==> config.mk <==
export PLATFORM = sky130hd
export DESIGN_NAME = div_unit
export DESIGN_NICKNAME = d
export VERILOG_FILES = /design/src/rtl/div_unit_pkg.sv /design/src/rtl/div_unit_step.sv /design/src/rtl/div_unit.sv
export SDC_FILE = /design/constraint.sdc
export NUM_CORES = 1
export LEC_CHECK = 0
export BUFFER_PORTS_ARGS = -buffer_cell sky130_fd_sc_hd__buf_2
export CELL_PAD_IN_SITES_DETAIL_PLACEMENT = 1
export CELL_PAD_IN_SITES_GLOBAL_PLACEMENT = 1
export CORE_MARGIN = 2
export CORE_UTILIZATION = 47
export DETAILED_ROUTE_END_ITERATION = 12
export HOLD_SLACK_MARGIN = 0.1
export PLACE_DENSITY = 0.93
export SETUP_SLACK_MARGIN = 0.3
export SLEW_MARGIN = 20
export SYNTH_ARGS = -nofsm -noshare
export SYNTH_HDL_FRONTEND = slang
export SYNTH_SLANG_ARGS = --single-unit
==> constraint.sdc <==
create_clock -name clk -period 7.5 [get_ports clk]
set_input_delay 1.5 -clock clk [delete_from_list [all_inputs] [get_ports clk]]
set_output_delay 1.5 -clock clk [all_outputs]
set_load 0.01 [all_outputs]
==> src/rtl/div_unit_pkg.sv <==
// Shared encodings for the EX-stage divider: FSM states, signedness
// control values and the iteration count.
package div_unit_pkg;

  typedef enum logic [1:0] {
    DIV_IDLE   = 2'd0,
    DIV_BYZERO = 2'd1,
    DIV_ON     = 2'd2,
    DIV_END    = 2'd3
  } div_state_e;

  localparam logic DIV_CONTROL  = 1'b1;
  localparam logic DIVU_CONTROL = 1'b0;
  localparam int   DIV_ITER     = 32;

endpackage

==> src/rtl/div_unit_step.sv <==
// One restoring-division step on the {rem, quo} working register:
// shift left, trial-subtract the divisor, keep the difference if non-negative.
module div_unit_step #(
  parameter int WIDTH = 32
) (
  input  logic [2*WIDTH:0] work_in,
  input  logic [WIDTH-1:0] divisor,
  output logic [2*WIDTH:0] work_out
);

  logic [2*WIDTH:0] shifted;
  logic [WIDTH+1:0] trial;

  always_comb begin
    shifted = work_in << 1;
    // One guard bit above the 33-bit remainder so the sign of the trial is exact.
    trial   = {1'b0, shifted[2*WIDTH:WIDTH]} - {2'b00, divisor};
    if (!trial[WIDTH+1]) begin
      work_out = {trial[WIDTH:0], shifted[WIDTH-1:0] | {{(WIDTH-1){1'b0}}, 1'b1}};
    end else begin
      work_out = shifted;
    end
  end

endmodule

==> src/rtl/div_unit.sv <==
// Multi-cycle DIV/DIVU unit: latches magnitudes and sign flags on start,
// runs WIDTH restoring steps, then presents {rem, quo} with a one-cycle div_ready.
module div_unit
  import div_unit_pkg::*;
#(
  parameter int WIDTH = DIV_ITER
) (
  input  logic               clk,
  input  logic               resetn,
  input  logic               div_start,
  input  logic               signed_div,
  input  logic [WIDTH-1:0]   opdata1,
  input  logic [WIDTH-1:0]   opdata2,
  input  logic               annul,
  output logic [2*WIDTH-1:0] result,
  output logic               div_ready
);

  localparam int CNT_W = $clog2(WIDTH);

  div_state_e         state_q, state_d;
  logic [CNT_W-1:0]   count_q, count_d;
  logic [2*WIDTH:0]   work_q, work_d;
  logic [WIDTH-1:0]   divisor_q, divisor_d;
  logic               q_neg_q, q_neg_d;
  logic               r_neg_q, r_neg_d;
  logic [2*WIDTH-1:0] result_q, result_d;

  logic [2*WIDTH:0]   step_out;
  logic [WIDTH-1:0]   abs1, abs2, quo_fin, rem_fin;

  div_unit_step #(.WIDTH(WIDTH)) u_step (
    .work_in  (work_q),
    .divisor  (divisor_q),
    .work_out (step_out)
  );

  always_comb begin
    abs1    = (signed_div && opdata1[WIDTH-1]) ? -opdata1 : opdata1;
    abs2    = (signed_div && opdata2[WIDTH-1]) ? -opdata2 : opdata2;
    quo_fin = q_neg_q ? -step_out[WIDTH-1:0] : step_out[WIDTH-1:0];
    rem_fin = r_neg_q ? -step_out[2*WIDTH-1:WIDTH] : step_out[2*WIDTH-1:WIDTH];
  end

  always_comb begin
    state_d   = state_q;
    count_d   = count_q;
    work_d    = work_q;
    divisor_d = divisor_q;
    q_neg_d   = q_neg_q;
    r_neg_d   = r_neg_q;
    result_d  = result_q;
    div_ready = 1'b0;
    case (state_q)
      DIV_IDLE: begin
        if (!annul && div_start) begin
          if (opdata2 == '0) begin
            state_d = DIV_BYZERO;
          end else begin
            state_d   = DIV_ON;
            count_d   = '0;
            work_d    = {{(WIDTH+1){1'b0}}, abs1};
            divisor_d = abs2;
            q_neg_d   = signed_div & (opdata1[WIDTH-1] ^ opdata2[WIDTH-1]);
            r_neg_d   = signed_div & opdata1[WIDTH-1];
          end
        end
      end
      DIV_BYZERO: begin
        if (annul) begin
          state_d = DIV_IDLE;
        end else begin
          state_d  = DIV_END;
          result_d = '0;
        end
      end
      DIV_ON: begin
        if (annul) begin
          state_d = DIV_IDLE;
        end else begin
          work_d  = step_out;
          count_d = count_q + CNT_W'(1);
          // The final step's output is sign-fixed straight into the result register.
          if (count_q == CNT_W'(WIDTH - 1)) begin
            state_d  = DIV_END;
            result_d = {rem_fin, quo_fin};
          end
        end
      end
      DIV_END: begin
        div_ready = !annul;
        state_d   = DIV_IDLE;
      end
      default: state_d = DIV_IDLE;
    endcase
  end

  always_ff @(posedge clk) begin
    if (!resetn) begin
      state_q   <= DIV_IDLE;
      count_q   <= '0;
      work_q    <= '0;
      divisor_q <= '0;
      q_neg_q   <= 1'b0;
      r_neg_q   <= 1'b0;
      result_q  <= '0;
    end else begin
      state_q   <= state_d;
      count_q   <= count_d;
      work_q    <= work_d;
      divisor_q <= divisor_d;
      q_neg_q   <= q_neg_d;
      r_neg_q   <= r_neg_d;
      result_q  <= result_d;
    end
  end

  assign result = result_q;

endmodule

After elaboration in Yosys (flattened, before gate mapping). Index checks and enable logic that the tools add are counted.

Flip-flop bits (word level): 169. Bits of input ports: 69. Output and inout port bits: 65. Logic and storage cells: 63.

Add/sub/neg operators: 6. Equal/unequal tests: 10. Mux-type cells: 24. Bitwise gates (word level): 4. Reduce and logical (&&, ||, !) cells: 12.

Operators by type and width (number): 64-bit 2-to-1 mux (7); 64-bit case mux with 2 select lines (2); 32-bit 2-to-1 mux (4); 32-bit negation (4); 33-bit by 32-bit subtractor with 34-bit output (1); 32-bit zero test (1); 5-bit 2-to-1 mux (3); 2-bit 2-to-1 mux (5); 2-bit inequality test, second input constant (5); 5-bit case mux with 2 select lines (1); 2-bit case mux with 4 select lines (1); 4-bit AND reduction (2); 5-bit by 1-bit adder with 5-bit output, second input constant (1); 5-bit == test, second input constant (1); 2-bit == test, second input constant (2); 2-bit nonzero test (2); 1-bit logical AND (3); 3-bit inequality test, second input constant (1); 3-bit AND reduction (1); 1-bit AND (2); 2-bit by 1-bit == test with 1-bit output, second input constant (1); 2-bit zero test (1); 2-bit AND reduction (1); 1-bit zero test (1); 3 further kinds (3).

Logic depth before layout (Yosys ltp). Gate-level depths: netlist of run 1.

Depth in word-level cells: 7. Depth in mapped cells: 24. Mapped depth without buffers: 20.

By module. Synthesis of run 1 repeated with hierarchy kept, for this count alone.

Cells, all modules: 1508. Area, all modules: 11423.5 µm².

By module, submodules not included: div_unit (times used 1, cells an instance 1112, area an instance 8809.7 µm²); div_unit_step (times used 1, cells an instance 396, area an instance 2613.8 µm²).

Worst setup path before layout of run 1. OpenSTA, ideal clock, no wires.

Path type: register to register. From: reg divisor_q[1]. To: reg result_q[60] (netlist: result[60]). Setup time: 129 ps. Data arrival time: 4888 ps. Path slack: 2483 ps. Cell stages (with the launch flop): 23. Path buffers: 3. Cell sequence: dfxtp_1 > inv_1 > ha_1 > nand2b_1 > a211oi_4 > o211ai_2 > a211o_2 > nand2_4 > buf_2 > buf_1 > clkbuf_1 > a21oi_1 > inv_1 > ha_1 > nand2_1 > nor3_1 > and4bb_2 > or4bb_1 > mux2i_1 > nand4b_1 > o41ai_1 > xnor2_1 > o21ai_0.

Word-level cells in the longest chain between the ends: 7.

Ends and longest elaborated chain: from (decl) (RTL line div_unit.sv:24) `logic [WIDTH-1:0] divisor_q, divisor_d;`; from (signal assigned) (RTL line div_unit.sv:111) `divisor_q <= divisor_d;`; 33-bit by 32-bit subtractor with 34-bit output * (RTL line div_unit_step.sv:17) `trial = {1'b0, shifted[2*WIDTH:WIDTH]} - {2'b00, divisor};`; 64-bit 2-to-1 mux * (RTL line div_unit_step.sv:18) `if (!trial[WIDTH+1]) begin`; 32-bit negation (RTL line div_unit.sv:42) `rem_fin = r_neg_q ? -step_out[2*WIDTH-1:WIDTH] : step_out[2*WIDTH-1:WIDTH];`; 32-bit 2-to-1 mux * (RTL line div_unit.sv:42); 64-bit 2-to-1 mux * (RTL line div_unit.sv:84) `if (count_q == CNT_W'(WIDTH - 1)) begin`; 64-bit 2-to-1 mux * (RTL line div_unit.sv:78) `if (annul) begin`; 64-bit case mux with 2 select lines * (RTL line div_unit.sv:54) `case (state_q)`; to (signal assigned) (RTL line div_unit.sv:114) `result_q <= result_d;`; to (decl) (RTL line div_unit.sv:27) `logic [2*WIDTH-1:0] result_q, result_d;`.

Mark *: on every way between the ends. The rest lies on a longest branch, timed or not. The select of a mux whose other input is x is not followed. A chain may end at the register's enable or synchronous reset.

Worst setup path in the final report of run 1.
From: reg work_q[31]. To: reg result_q[60] (netlist: result[60]).

Word-level cells in the longest chain between the ends: 7.

Ends and longest elaborated chain: from (decl) (RTL line div_unit.sv:23) `logic [2*WIDTH:0] work_q, work_d;`; from (signal assigned) (RTL line div_unit.sv:110) `work_q <= work_d;`; 33-bit by 32-bit subtractor with 34-bit output (RTL line div_unit_step.sv:17); 64-bit 2-to-1 mux * (RTL line div_unit_step.sv:18); 32-bit negation (RTL line div_unit.sv:42); 32-bit 2-to-1 mux * (RTL line div_unit.sv:42); 64-bit 2-to-1 mux * (RTL line div_unit.sv:84); 64-bit 2-to-1 mux * (RTL line div_unit.sv:78); 64-bit case mux with 2 select lines * (RTL line div_unit.sv:54).

Marked as above.

==> results of run 1 <==
-- cell families after synthesis --
family          synth area share (%)
compound gates                  25.3
fa+ha+maj                       4.73
flops                           29.3
simple gates                    23.6
buf+inv                         5.11
xor+xnor                        10.2
mux                             1.66
-- final cells by class --
| cell class | instances | area, um^2 |
|---|---|---|
| Fill cell | 3096 | 11200 |
| Tap cell | 324 | 405 |
| Sequential cell | 169 | 3380 |
| Inverter | 64 | 243 |
| Clock inverter | 14 | 146 |
| Clock buffer | 18 | 439 |
| Timing Repair Buffer | 142 | 746 |
| Antenna cell | 1 | 2.50 |
| Multi-Input combinational cell | 1236 | 7570 |
-- synth_stat cells (6+ instances only) --
library cell,count,area [um^2]
o21ai_1,8,40.0
nand4_1,10,62.6
nand2_1,184,691
o21ai_0,119,596
a21oi_1,130,651
nor4_1,20,125
o31ai_1,27,203
nand3_1,22,110
mux2i_1,18,180
nor2_1,206,773
nor2b_1,8,50.1
o211a_1,23,230
a22oi_1,53,398
or3_1,18,113
xor2_1,56,490
a31oi_1,13,81.3
o211ai_1,9,67.6
or4_1,16,120
buf_1,8,30.0
inv_1,62,233
dfxtp_1,169,3380
xnor2_1,78,683
nand4b_1,6,52.6
nand2b_1,9,56.3
a211oi_1,17,128
o41ai_1,12,105
buf_2,10,50.1
nor3_1,19,95.1
clkbuf_1,71,267
and2_1,38,238
a21o_1,9,67.6
ha_1,42,526
a21boi_0,7,52.6
-- power by group --
group	total, W	switching, W	internal (W)	leakage (nW)
clock network	0.000912	0.000457	0.000455	0.291
registers	0.00109	0.000112	0.000978	1.37
logic	0.00217	0.00147	0.000695	3.87
total	0.00417	0.00204	0.00213	5.53
-- worst paths after layout --
path | to | slack, ns | depth (start not counted)
min reg2reg | result[59]$_SDFFE_PN0P_ | 0.45 | 2
max | result[60]$_SDFFE_PN0P_ | 1.78 | 19
min | result[59]$_SDFFE_PN0P_ | 0.45 | 2
max reg2reg | result[60]$_SDFFE_PN0P_ | 1.78 | 19
-- layer usage --
| layer | wire (um) | up-vias | share of wire [%] | GRT usage, % |
|---|---|---|---|---|
| li1 | - | 5658 | - | - |
| met1 | 18100 | 6030 | 42 | 40.0 |
| met2 | 20200 | 466 | 47 | 54.9 |
| met3 | 2180 | 165 | 5.1 | 5.35 |
| met4 | 2420 | 2 | 5.6 | 18.2 |
| met5 | 12 | - | 0.028 | 0 |
-- sequential cells by signal, indices dropped and copies added, names as in the netlist --
name       count
divisor_q     32
count_q        5
result        64
work_q        64
q_neg_q        1
r_neg_q        1
state_q        2
-- per-stage QoR --
stage          power, W  utilization [%]  instances  area [um^2]  setup WS (ns)
3_3_place_gp    0.00304             51.0       1934        12300           2.15
3_5_place_dp    0.00314             51.0       1934        12300           1.93
2_1_floorplan   0.00257                -       1558        11500           2.48
6_report        0.00417             53.5       1968        12900           1.78
4_1_cts         0.00409             53.4       1966        12900           1.96
5_1_grt         0.00439             53.5       1967        12900           1.42
-- worst max-delay path: cells and delay by family, from the launching register on --
kind,cells,cell delay (ns)
AOI/OAI and AO/OA,6,1.77
xor gates and xnor gates,1,0.16
DFF,1,0.43
muxes,1,0.33
adders and majority gates,2,0.54
and+or+nand+nor,8,2.21
buffers and inverters,1,0.10
==> flow_summary.toml, run 1 <==
[worst_setup_path]
crit_path_max_fanout = 44
crit_chain = "inv_1 > ha_1 > nand2b_1 > a211oi_4 > o211ai_2 > a211o_2 > nand2_4 > nand2_1 > o21ai_0 > ha_1 > nand2_1 > nor3_1 > and4bb_2 > or4bb_1 > mux2i_1 > nand4b_1 > o41ai_1 > xnor2_1 > o21ai_0"
max_stage_delay_ns = 0.52
worstReg2RegStart = "work_q[31]$_SDFFE_PN0P_"
arrival_ns = 6.03
cp-end-kind = "register"
slowest_stage = "or4bb_1"
crit_required_ns = 7.81
start_kind = "register"
crit_type = "reg2reg"
startpoint = "work_q[31]$_SDFFE_PN0P_"

[logic_synthesis]
yosys_warnings = 0
synthesis.area_mm2 = 0.0115
synth_seq_cells = 169
ys_types = 72
avgSynthCellArea_um2 = 7.40
syn-num-nets = 1670
syn_inst = 1558
synth_edf_count = 0
async_reset_ff_share_pct = 0
ys.flop_type = "dfxtp_1"
yosysSeqAreaShare_pct = 29.3

[layout]
final_cell_mix = "nor2_1, nand2_1, dfxtp_1"
drive_gt1_share_pct = 12.5
layout_commonest_cell = "nor2_1"
syn_to_final_growth_pct = 12.3
nets = 1742

[place]
portBuffers = 133
gp_congestion = 0.946
dpl.hpwl_um = 30300

[die]
dieWidth_um = 161
core_mm2 = 0.0242
die_h_um = 161
fp-row-count = 57
start_util_pct = 47.7
num_io_pins = 134
dieArea_mm2 = 0.0258

[clocking]
clk_latency_ns = 0.46
postCtsResizedCells = 0
htreeDepth = 4
cts_max_path_buffers = 2
hold_buffers = 0
cts_tree = "yes"
clock_sinks = 169
cts_buffers = 17
postCtsSetupBuffers = 0
root_buffer = "clkbuf_16"
clk_pin_slew_ns = 0.08

[grt]
grtUsageTotal_pct = 32.7
antenna_found_initial = 1
grt_pass1_vias = 12570
grt_max_degree = 68
grt_overflow = 0
grt_pass1_wl_um = 67500

[hold_path]
holdCritStartpoint = "result[59]$_SDFFE_PN0P_"
min_path_type = "reg2reg"

[power]
powerDensity_mw_per_mm2 = 322
ir_worst_vdd_v = 0.000210
p_leak_nw = 5.53

[timing]
final.setup.tns_ns = 0
hold_viol_final = 0
finClkSkew_ns = 0.0103
maxSlewViolCount = 0
post-route-period-util_pct = 76.2
setup_viol = 0
rsz0062_at_grt = "no"
max_freq_mhz = 175
worst_pin_slew_ns = 1.07
hold_ws_ns = 0.448
maxSlewHeadroom_pct = 28.3
fin_crit_ns = 5.72

[route]
drt-pass1-iter-count = 5
avgRoutedWirePerCell_um = 21.8
vias = 12321
ant_nets = 0
drt_wl_total_um = 42900
drt-initial-drc-count = 934
vias_per_cell = 6.26
drc_errors = 0

[outcome]
status = "complete, no violations"

[flow_run]
maxCapViolCount = 0
No activity file was read; power rests on OpenSTA's default activity.
==> run 2, diff against run 1 <==
--- a/config.mk
+++ b/config.mk
@@ -9,10 +9,10 @@
 export CELL_PAD_IN_SITES_DETAIL_PLACEMENT = 1
 export CELL_PAD_IN_SITES_GLOBAL_PLACEMENT = 1
 export CORE_MARGIN = 2
-export CORE_UTILIZATION = 47
+export CORE_UTILIZATION = 39
 export DETAILED_ROUTE_END_ITERATION = 12
 export HOLD_SLACK_MARGIN = 0.1
-export PLACE_DENSITY = 0.93
+export PLACE_DENSITY = 0.83
 export SETUP_SLACK_MARGIN = 0.3
 export SLEW_MARGIN = 20
 export SYNTH_ARGS = -nofsm -noshare
==> constraint.sdc (replaced) <==
create_clock -name clk -period 4.95 [get_ports clk]
set_input_delay 0.99 -clock clk [delete_from_list [all_inputs] [get_ports clk]]
set_output_delay 0.99 -clock clk [all_outputs]
set_load 0.01 [all_outputs]
==> flow_summary.toml, run 2 (synthesis results as in run 1) <==
[outcome]
status = "complete, no violations"

[grt]
grt_pass1_wl_um = 66400
grt_overflow = 0
grt_pass1_vias = 12212
grtUsageTotal_pct = 27.1
grt_max_degree = 82
antenna_found_initial = 0

[place]
dpl.hpwl_um = 31500
gp_congestion = 0.944
dp_cells = 2012
portBuffers = 133

[timing]
post-route-period-util_pct = 92.5
finClkSkew_ns = 0.0151
maxSlewViolCount = 0
fin_crit_ns = 4.58
hold_ws_ns = 0.456
final.setup.tns_ns = 0
hold_viol_final = 0
max_freq_mhz = 218
setup_viol = 0
maxSlewHeadroom_pct = 30.0
rsz0062_at_grt = "no"
worst_pin_slew_ns = 1.05

[worst_setup_path]
arrival_ns = 4.90
r2r-end = "result[60]$_SDFFE_PN0P_"
max_stage_delay_ns = 0.59
cp-end-kind = "register"
crit_chain = "ha_2 > a21oi_2 > o21ai_2 > a221oi_4 > a211o_4 > nand2_8 > nor2_1 > a21oi_2 > inv_1 > ha_2 > nand2_1 > nor3_2 > and4bb_2 > or4bb_4 > mux2i_4 > nand4b_1 > o41ai_2 > xnor2_1 > o21ai_0"
start_kind = "register"
slowest_stage = "or4bb_4"
worstReg2RegStart = "work_q[43]$_SDFFE_PN0P_"
crit_type = "reg2reg"
rrSetupSlack_ns = 0.37
crit_path_max_fanout = 6
crit_required_ns = 5.27
startpoint = "work_q[43]$_SDFFE_PN0P_"
path_buf_inv = 1
r2r_cells = 19
crit_family = "simple AND/OR/NAND/NOR gates"

[hold_path]
min_path_cells = 2
min_path_type = "reg2reg"
hold_end = "result[27]$_SDFFE_PN0P_"
holdCritStartpoint = "result[27]$_SDFFE_PN0P_"

[die]
die_h_um = 176
core_mm2 = 0.0289
fp-row-count = 62
dieWidth_um = 176
dieArea_mm2 = 0.0309
num_io_pins = 134
start_util_pct = 39.8

[route]
drt-pass1-iter-count = 6
vias = 12072
ant_nets = 0
drt-initial-drc-count = 961
drc_errors = 0
avgRoutedWirePerCell_um = 20.8
drt_wl_total_um = 42800
vias_per_cell = 5.87

[layout]
syn_to_final_growth_pct = 17.6
fillers = 3631
final_cell_mix = "nor2_1, nand2_1, dfxtp_1"
finalNonFillerCells = 2056
nets = 1771
utilization_pct = 46.8
layout_commonest_cell = "nor2_1"
seqCellArea_mm2 = 0.00339
diodes = 0
multiInputGateArea_mm2 = 0.00784
drive_gt1_share_pct = 16.4

[clocking]
clk_latency_ns = 0.44
cts_max_path_buffers = 2
clock_sinks = 169
cts_buffers = 17
htreeDepth = 4
root_buffer = "clkbuf_16"
clk_pin_slew_ns = 0.07
cts_tree = "yes"
hold_buffers = 0

[power]
ir_worst_vdd_v = 0.000302
totalPowerFinal_w = 0.00667
powerDensity_mw_per_mm2 = 492
p_leak_nw = 5.71

[flow_run]
maxCapViolCount = 0
[run 2: changes by cell type in the layout (fill, tap and decap cells not counted), sizes merged]
cell / delta
diode: -1
clkbuf: +2
inv: -4
buf: +29
bufinv: +3
clkinv: -1
[run 2: through the flow]
step / cell area (um^2) / setup WS (ns)
after floorplan: 11500 / 0.343
after global placement: 12600 / 0.354
after detailed placement: 12600 / 0.118
after CTS: 13200 / 0.289
after global routing: 13600 / 0.184
final: 13600 / 0.370
[run 2: how the worst max path moves through the flow]
stage                                         end  slack [ns]  depth (start not counted)
after floorplan           result[26]$_SDFFE_PN0P_        0.34                         20
after global placement    result[56]$_SDFFE_PN0P_        0.35                         18
after detailed placement  result[56]$_SDFFE_PN0P_        0.12                         17
after CTS                 result[56]$_SDFFE_PN0P_        0.29                         18
after global routing      result[60]$_SDFFE_PN0P_        0.18                         21
final                     result[60]$_SDFFE_PN0P_        0.37                         19
[run 2: layout make-up]
type,count,area share [%]
Timing Repair Buffer,171,7.11
Clock buffer,20,3.37
Sequential cell,169,25.0
Tap cell,384,3.54
Multi-Input combinational cell,1236,57.9
Clock inverter,12,1.30
Inverter,64,1.79
[run 2: repair_timing]
action / in CTS / in global routing
setup endpoints to repair: 6 / 12
setup buffers: 1 / 11
pin swaps: 3 / 18
resized for setup: 7 / 50
[run 2: per-layer routing]
layer	up-vias	wire length (um)	GRT usage, %
li1	5705	-	-
met1	5900	18900	35.2
met2	385	20200	45.3
met3	82	2420	4.35
met4	0	1260	9.81
met5	-	0	0
[run 2: where the power goes]
part           switching (W)  total [W]  internal (W)
logic                0.00232    0.00353       0.00121
clock network       0.000647    0.00149      0.000841
registers           0.000169    0.00165       0.00148
total                0.00313    0.00667       0.00353
[run 2: worst register-to-register path, delay by kind of cell, from the launching register on]
kind / cells / cell delay (ns)
AO/OA/AOI/OAI: 7 / 1.43
adder cells (fa/ha/maj): 2 / 0.55
XOR/XNOR: 1 / 0.15
multiplexers: 1 / 0.21
flip-flops: 1 / 0.46
AND/OR/NAND/NOR: 7 / 1.58
buffers and inverters: 1 / 0.07
==> run 3, diff against run 2 <==
--- a/config.mk
+++ b/config.mk
@@ -13,7 +13,7 @@
 export DETAILED_ROUTE_END_ITERATION = 12
 export HOLD_SLACK_MARGIN = 0.1
 export PLACE_DENSITY = 0.83
-export SETUP_SLACK_MARGIN = 0.3
+export SETUP_SLACK_MARGIN = 0.5
 export SLEW_MARGIN = 20
 export SYNTH_ARGS = -nofsm -noshare
 export SYNTH_HDL_FRONTEND = slang
==> flow_summary.toml, run 3 (synthesis results as in run 1) <==
[timing]
maxSlewHeadroom_pct = 30.6
finClkSkew_ns = 0.00947
rsz0062_at_grt = "yes"
setup_viol = 0
max_freq_mhz = 226
hold_viol_final = 0
worst_pin_slew_ns = 1.04
fin_crit_ns = 4.42
maxSlewViolCount = 0
post-route-period-util_pct = 89.2
final.setup.tns_ns = 0

[clocking]
root_buffer = "clkbuf_16"
cts_tree = "yes"
htreeDepth = 4
clock_sinks = 169
cts_max_path_buffers = 2
clk_pin_slew_ns = 0.07
clk_latency_ns = 0.44
hold_buffers = 0
cts_buffers = 17

[worst_setup_path]
start_kind = "register"
r2r_cells = 18
arrival_ns = 4.80
path_buf_inv = 1
crit_type = "reg2reg"
cp-end-kind = "register"
worstReg2RegStart = "divisor_q[11]$_SDFFE_PN0P_"
crit_family = "simple AND/OR/NAND/NOR gates"
startpoint = "divisor_q[11]$_SDFFE_PN0P_"
crit_chain = "inv_1 > ha_4 > nand4_1 > nor2_4 > o211ai_2 > a211o_4 > nand2_8 > nand2_1 > o21ai_2 > ha_2 > nand2_1 > nor3_2 > and4bb_2 > or4bb_4 > nor4_1 > nor3_2 > or4_1 > nand3b_1"
max_stage_delay_ns = 0.56
crit_required_ns = 5.33
slowest_stage = "or4bb_4"
cp_num_cells = 18
crit_path_max_fanout = 6

[die]
fp-row-count = 62
num_io_pins = 134
dieArea_mm2 = 0.0309
core_mm2 = 0.0289
die_h_um = 176
dieWidth_um = 176
start_util_pct = 39.8

[power]
powerDensity_mw_per_mm2 = 487
p_leak_nw = 5.72
ir_worst_vdd_v = 0.000387

[place]
portBuffers = 133
gp_congestion = 0.924
dpl.hpwl_um = 32200

[route]
avgRoutedWirePerCell_um = 21.1
drc_errors = 0
drt_wl_total_um = 43600
vias = 12182
drt-pass1-iter-count = 5
vias_per_cell = 5.90
ant_nets = 0
drt-initial-drc-count = 927

[layout]
drive_gt1_share_pct = 18.0
final_cell_mix = "nor2_1, nand2_1, dfxtp_1"
layout_commonest_cell = "nor2_1"
utilization_pct = 47.4
syn_to_final_growth_pct = 19.0
seqCellArea_mm2 = 0.00339
nets = 1780
multiInputGateArea_mm2 = 0.00800
fillers = 3609

[grt]
grt_overflow = 0
grt_max_degree = 67
grtUsageTotal_pct = 27.9
antenna_found_initial = 1
grt_pass1_wl_um = 68500
grt_pass1_vias = 12389

[hold_path]
holdCritStartpoint = "result[29]$_SDFFE_PN0P_"
min_path_type = "reg2reg"
min_path_cells = 2

[flow_run]
maxCapViolCount = 0

[outcome]
status = "complete, no violations"
-- run 3: area by class of cell --
| cell class | count | share of cell area, % |
|---|---|---|
| clock buffer | 20 | 3.26 |
| multi-input combinational | 1236 | 58.3 |
| inverter | 64 | 1.77 |
| timing repair buffer | 180 | 7.52 |
| sequential | 169 | 24.8 |
| tap | 384 | 3.50 |
| antenna | 1 | 0.0182 |
| clock inverter | 12 | 0.848 |
-- run 3: worst paths after layout --
path | end | slack, ns
setup / recovery | result[62]$_SDFFE_PN0P_ | 0.53
hold / removal | result[29]$_SDFFE_PN0P_ | 0.46
setup reg to reg | result[62]$_SDFFE_PN0P_ | 0.53
hold reg to reg | result[29]$_SDFFE_PN0P_ | 0.46
-- run 3: repair_timing --
action                                  CTS  global route
endpoints found under the setup margin   11            16
buffers inserted                          8            15
resized for setup                        36            45
pin swaps                                10            21
-- run 3: through the flow --
step	cells	total power (W)	area [um^2]	setup WS [ns]	hold WS [ns]
finish	2066	0.00668	13700	0.532	0.457
global route	2065	0.00706	13700	0.379	0.497
CTS	2050	0.00641	13400	0.501	0.455
detailed placement	2010	0.00492	12600	0.191	0.445
global placement	2010	0.00481	12600	0.319	0.432
floorplan	1558	0.00395	11600	0.501	0.441
-- run 3: tightest hold or removal path, delay by kind of cell, from the launching register on --
kind            cells  cell delay (ns)
flops               1             0.31
simple gates        1             0.05
compound gates      1             0.05
-- run 3: layer usage --
layer | GRT usage (%) | up-vias | part of all wire [%]
met1 | 36.3 | 5978 | 44
met5 | 0 | - | 0
li1 | - | 5718 | -
met4 | 10.3 | 0 | 3.3
met2 | 46.5 | 388 | 47
met3 | 4.52 | 98 | 5.5
-- run 3: report_power, final --
part           switching [W]  internal [W]  total [W]
combinational        0.00239       0.00130    0.00369
sequential          0.000167       0.00148    0.00165
clock               0.000623      0.000714    0.00134
